--- config.mk ---
export PLATFORM = sky130hd
export DESIGN_NAME = parity_decoder
export DESIGN_NICKNAME = d
export VERILOG_FILES = /design/src/rtl/parity_pkg.sv /design/src/rtl/parity_decoder.sv
export SDC_FILE = /design/constraint.sdc
export NUM_CORES = 1
export LEC_CHECK = 0
export BUFFER_PORTS_ARGS = -buffer_cell sky130_fd_sc_hd__buf_2
export CORE_MARGIN = 4
export CORE_UTILIZATION = 50
export CTS_CLUSTER_DIAMETER = 80
export CTS_CLUSTER_SIZE = 16
export DETAILED_ROUTE_END_ITERATION = 10
export PLACE_DENSITY = 0.74
export SLEW_MARGIN = 40
export SYNTH_ARGS = -nofsm -noshare
export SYNTH_HDL_FRONTEND = slang
export SYNTH_SLANG_ARGS = --single-unit
--- constraint.sdc ---
create_clock -name clk -period 1.8 [get_ports clk]
set_clock_uncertainty 0.15 [all_clocks]
set_input_delay 0.27 -clock clk [delete_from_list [all_inputs] [get_ports clk]]
set_output_delay 0.27 -clock clk [all_outputs]
set_load 0.005 [all_outputs]
--- src/rtl/parity_pkg.sv ---
// Shared frame definitions for the serial parity encoder/decoder pair.
package parity_pkg;

    localparam int DATA_W  = 15;
    localparam int FRAME_W = DATA_W + 1;

    typedef enum logic {
        IDLE = 1'b0,
        RECV = 1'b1
    } state_t;

    // Returns 1 when the frame has an odd number of ones (even-parity failure).
    function automatic logic even_parity(input logic [FRAME_W-1:0] v);
        return ^v;
    endfunction

endpackage

--- src/rtl/parity_decoder.sv ---
// Serial even-parity frame checker: reassembles DATA_W data bits plus a trailing
// parity bit, flags parity errors and keeps a saturating error count.
module parity_decoder
    import parity_pkg::*;
#(
    parameter int DATA_W = parity_pkg::DATA_W,
    parameter int CNT_W  = 8
) (
    input  logic              clk,
    input  logic              rst_n,
    input  logic              i_din,
    input  logic              i_din_valid,
    input  logic              i_sof,
    output logic [DATA_W-1:0] o_dout,
    output logic              o_dout_valid,
    output logic              o_parity_err,
    output logic              o_frame_abort,
    output logic [CNT_W-1:0]  o_err_cnt
);

    localparam int IDX_W = $clog2(DATA_W + 1);

    state_t             r_state;
    logic [DATA_W-1:0]  r_shift;
    logic [IDX_W-1:0]   r_idx;
    logic               r_par;
    logic [DATA_W-1:0]  r_dout;
    logic               r_dout_valid;
    logic               r_parity_err;
    logic               r_frame_abort;
    logic [CNT_W-1:0]   r_err_cnt;

    logic               w_start;
    logic               w_data_bit;
    logic               w_last;
    logic               w_frame_err;

    assign w_start     = i_din_valid && i_sof;
    assign w_data_bit  = i_din_valid && !i_sof && (r_state == RECV);
    assign w_last      = (r_idx == IDX_W'(DATA_W));
    assign w_frame_err = r_par ^ i_din;

    always_ff @(posedge clk or negedge rst_n) begin
        if (!rst_n) begin
            r_state       <= IDLE;
            r_shift       <= '0;
            r_idx         <= '0;
            r_par         <= 1'b0;
            r_dout        <= '0;
            r_dout_valid  <= 1'b0;
            r_parity_err  <= 1'b0;
            r_frame_abort <= 1'b0;
            r_err_cnt     <= '0;
        end else begin
            r_dout_valid  <= 1'b0;
            r_frame_abort <= 1'b0;
            if (w_start) begin
                // sof always restarts; it is only an abort if a frame was in flight
                r_frame_abort <= (r_state == RECV);
                r_shift       <= {{(DATA_W-1){1'b0}}, i_din};
                r_par         <= i_din;
                r_idx         <= IDX_W'(1);
                r_state       <= RECV;
            end else if (w_data_bit) begin
                if (w_last) begin
                    r_dout       <= r_shift;
                    r_parity_err <= w_frame_err;
                    r_dout_valid <= 1'b1;
                    if (w_frame_err && (r_err_cnt != {CNT_W{1'b1}}))
                        r_err_cnt <= r_err_cnt + 1'b1;
                    r_state      <= IDLE;
                    r_idx        <= '0;
                    r_par        <= 1'b0;
                end else begin
                    r_shift <= {r_shift[DATA_W-2:0], i_din};
                    r_par   <= w_frame_err;
                    r_idx   <= r_idx + 1'b1;
                end
            end
        end
    end

    assign o_dout        = r_dout;
    assign o_dout_valid  = r_dout_valid;
    assign o_parity_err  = r_parity_err;
    assign o_frame_abort = r_frame_abort;
    assign o_err_cnt     = r_err_cnt;

endmodule

==> impl_metrics.csv <==
group,metric,value,unit
sta,grt_setup_unrepaired,"yes",
setup_path,worstReg2RegStart,"r_idx[1]$_DFFE_PN0P_",
sta,post-route-period-util,0.9588,
hold_path,holdCritStartpoint,"i_din",
cts,insertion_delay,0.30,ns
cts,cts.sinks,47,
run,maxCapViolCount,0,
cts,ctsRootBufferMaster,"sky130_fd_sc_hd__clkbuf_8",
logic_synthesis,yosysWarnings,0,
setup_path,worst_setup_path_endpoint,"o_dout[2]$_DFFE_PN0P_",
logic_synthesis,synth_top_family_by_area,"simple AND/OR/NAND/NOR gates",
route,wire_per_inst,14.04,um
route,route.detailed.drc,0,
logic_synthesis,syn_area_per_cell,11.23,um2
route,wl,3890,um
grt,grt_antenna_before_repair,0,
sta,setup_viol,0,
cts,tritoncts,"yes",
cts,cts.htree.levels,2,
route,firstDrtPassIters,4,
hold_path,worst_hold_path_type,"in -> reg",
grt,gr-usage-all-layers,0.1554,
grt,global_route_wire_length_before_repair,6396,um
place,io_buffer_count,30,
route,drt_first_iter_violations,58,
power,power.density,830.6,nW/um2
setup_path,worstSetupEndpointType,"flip-flop",
sta,max_clock_freq,579.5,MHz
final_layout,insertedDiodeCount,0,
final_layout,layout.cells.most_common,"sky130_fd_sc_hd__dfrtp_1",
setup_path,max_stage_delay,0.41,ns
cts,clock_tree.buffer_depth,2,
grt,met2_layer_usage_reported_by_global_route,0.2346,
logic_synthesis,synth_cells,185,
sta,fin_ws,0.07425,ns
logic_synthesis,synth.distinct_cells,36,
status,outcome,"completed",
cts,cts_inserted_buffers,5,
grt,grtUsageMet3,0.04432,
floorplan,die_area,5252,um2
setup_path,critical_path.reg2reg.endpoint,"o_dout[2]$_DFFE_PN0P_",
final_layout,mostFrequentLayoutCells,"sky130_fd_sc_hd__dfrtp_1, sky130_fd_sc_hd__nand2_1, sky130_fd_sc_hd__buf_2",
place,detailedPlace.worstSlack,0.002124,ns
logic_synthesis,synthDominantCellAreaShare,0.5659,
sta,max-slew-margin-rel,0.5259,
logic_synthesis,mappedNetlistArea,2078,um2
route,via_count,1497,
setup_path,cells_along_the_critical_path,"ha_4, nand3_4, nor3_4, buf_12, mux2_2",
logic_synthesis,synth-compound-area-share,0.1017,
floorplan,die_y,72.47,um
floorplan,ioPinCount,31,
final_layout,fraction_of_layout_cells_with_a_size_suffix_above_1,0.3348,
sta,final_period_minus_worst_setup_slack,1.726,ns
logic_synthesis,ys_top_cells_by_area,"sky130_fd_sc_hd__dfrtp_1, sky130_fd_sc_hd__mux2_2, sky130_fd_sc_hd__nand2_1",
logic_synthesis,syn-num-nets,192,
final_layout,final_core_utilization,0.6200,
setup_path,worstSetupPathType,"reg -> reg",
grt,global_route.usage.met1,0.2182,
floorplan,floorplan.rows,23,
setup_path,critPathSlowestCell,"sky130_fd_sc_hd__dfrtp_1",
place,place_hpwl,2735,um
power,worst_ir_drop_vdd,0.4618,mV
sta,worst-slew-pin-transition,0.7108,ns
route,vias_per_cell,5.404,
logic_synthesis,synth_adder_area_share,0.01204,
sta,max_slew_violations,0,
final_layout,area_growth,19.33,%
grt,global_route.peak_usage_layer,"met2",
logic_synthesis,synth_area_leader_cell,"sky130_fd_sc_hd__dfrtp_1",
floorplan,initial_core_util,0.5195,
setup_path,reg2reg_setup_slack,0.07,ns
setup_path,rr_worst_depth,5,
setup_path,crit_start,"r_idx[1]$_DFFE_PN0P_",
grt,first_global_vias,1395,
floorplan,die_w,72.47,um
logic_synthesis,ffs_latches_synth,47,
logic_synthesis,synth_seq_area_share,0.5659,
cts,clkTransAtPathRegs,0.09,ns
setup_path,setup.worst_path.start_class,"flip-flop",
final_layout,num-fill-cells,338,
power,design_power_total,0.002060,W
power,power.static_leakage,1.222,nW
setup_path,data_arrival_time_at_the_worst_slack_endpoint,1.76,ns
logic_synthesis,synthSimpleGateAreaFrac,0.1535,
logic_synthesis,synth_area_in_xor_xnor,0.01686,
sta,timing.final.hold_violations,0,
floorplan,placeableCoreArea,4000,um2
grt,grt_remaining_overflow,0,
route,ant_nets_after_route,0,
place,gp_routability_congestion,0.8053,
logic_synthesis,fraction_of_synthesized_area_in_multiplexers,0.1156,
setup_path,maximum_fanout_count_along_the_critical_path,18,
setup_path,worst_ep_required_time,1.83,ns
grt,grt_start_max_net_pins,30,
final_layout,net_count_reported_at_finish,233,
[per-layer routing]
| metal | vias to the layer above | routed length (um) |
|---|---|---|
| met3 | 4 | 201 |
| met1 | 733 | 1860 |
| met2 | 36 | 1798 |
| met4 | 0 | 29 |
| met5 | - | 0 |
| li1 | 724 | - |
[sequential cells by signal, summed over array words and instances, names as in the netlist]
name and cells:
r_shift 15, o_dout 15, r_par 1, r_idx 4, o_parity_err 1, r_state 1, o_frame_abort 1, o_err_cnt 8
o_dout_valid 1
[layout make-up]
cell class / count / area [um2] / area share
tap: 50 / 62.56 / 0.02523
multi-input combinational: 124 / 855.8 / 0.3451
clock buffer: 6 / 82.58 / 0.03330
timing repair buffer: 41 / 260.3 / 0.1049
inverter: 7 / 26.28 / 0.01060
clock inverter: 2 / 16.27 / 0.006559
sequential: 47 / 1176 / 0.4743
[worst min-delay path by stage]
stage,to,slack (ns),cells after the start
final,r_par$_DFFE_PN0P_,0.11,3
after global routing,r_par$_DFFE_PN0P_,0.11,3
after CTS,r_par$_DFFE_PN0P_,0.1,3
after detailed placement,o_err_cnt[6]$_DFFE_PN0P_,0.09,1
after global placement,o_err_cnt[6]$_DFFE_PN0P_,0.09,1
after floorplan,o_dout[0]$_DFFE_PN0P_,-0.18,0
[stage by stage]
step | area (um2) | hold WS [ns] | cells | TNS, ns
after floorplan | 2091 | -0.1756 | 185 | 0
after global placement | 2351 | 0.09235 | 267 | 0
after detailed placement | 2351 | 0.08926 | 267 | 0
after CTS | 2467 | 0.09776 | 277 | 0
after global routing | 2480 | 0.1144 | 277 | -0.0001296
final | 2480 | 0.1054 | 277 | 0
[critical path: cells and delay by family, from the launching register on]
kind,cells,cell delay [ns]
fa+ha+maj,1,0.18
buf+inv,1,0.19
flops,1,0.41
mux,1,0.35
simple gates,2,0.32
[synthesized netlist by cell type]
cell type	instances
sky130_fd_sc_hd__nor2_1	6
sky130_fd_sc_hd__o22ai_1	4
sky130_fd_sc_hd__xor2_1	4
sky130_fd_sc_hd__nor4_2	1
sky130_fd_sc_hd__nor3b_1	1
sky130_fd_sc_hd__nand2_1	34
sky130_fd_sc_hd__buf_1	1
sky130_fd_sc_hd__clkbuf_1	3
sky130_fd_sc_hd__a21o_1	1
sky130_fd_sc_hd__nand4_1	1
sky130_fd_sc_hd__nand3_2	1
sky130_fd_sc_hd__ha_1	2
sky130_fd_sc_hd__inv_1	7
sky130_fd_sc_hd__a31oi_1	2
sky130_fd_sc_hd__nor3_1	4
sky130_fd_sc_hd__nor2b_1	1
sky130_fd_sc_hd__mux2_4	7
sky130_fd_sc_hd__a21bo_2	1
sky130_fd_sc_hd__and3_1	2
sky130_fd_sc_hd__mux2_2	12
sky130_fd_sc_hd__nand3_4	1
sky130_fd_sc_hd__buf_12	1
sky130_fd_sc_hd__o2bb2ai_1	1
sky130_fd_sc_hd__nand3_1	6
sky130_fd_sc_hd__and3_2	1
sky130_fd_sc_hd__o21ai_0	4
sky130_fd_sc_hd__a22o_1	1
sky130_fd_sc_hd__and2_2	1
sky130_fd_sc_hd__dfrtp_1	47
sky130_fd_sc_hd__nor3_4	1
sky130_fd_sc_hd__buf_2	2
sky130_fd_sc_hd__a41oi_1	1
sky130_fd_sc_hd__and2_0	1
sky130_fd_sc_hd__o21a_1	2
sky130_fd_sc_hd__a21oi_1	19
sky130_fd_sc_hd__and3b_1	1
[cells by family after synthesis]
family / count (synthesis)
AO/OA/AOI/OAI: 36
XOR/XNOR: 4
adder cells (fa/ha/maj): 2
buffers and inverters: 14
flip-flops: 47
multiplexers: 19
AND/OR/NAND/NOR: 63
[power breakdown]
| group | switching (W) | total [W] | internal, W |
|---|---|---|---|
| clock | 0.000352 | 0.000665 | 0.000313 |
| sequential | 0.0000591 | 0.00117 | 0.00111 |
| combinational | 0.000122 | 0.000225 | 0.000103 |
[what timing repair did]
item,in CTS,in global routing
hold buffers,1,0
hold endpoints to repair,18,0
buffers inserted,1,0
gates resized for setup,0,2
setup endpoints to repair,1,3
Power figures use the tool's default switching activity.
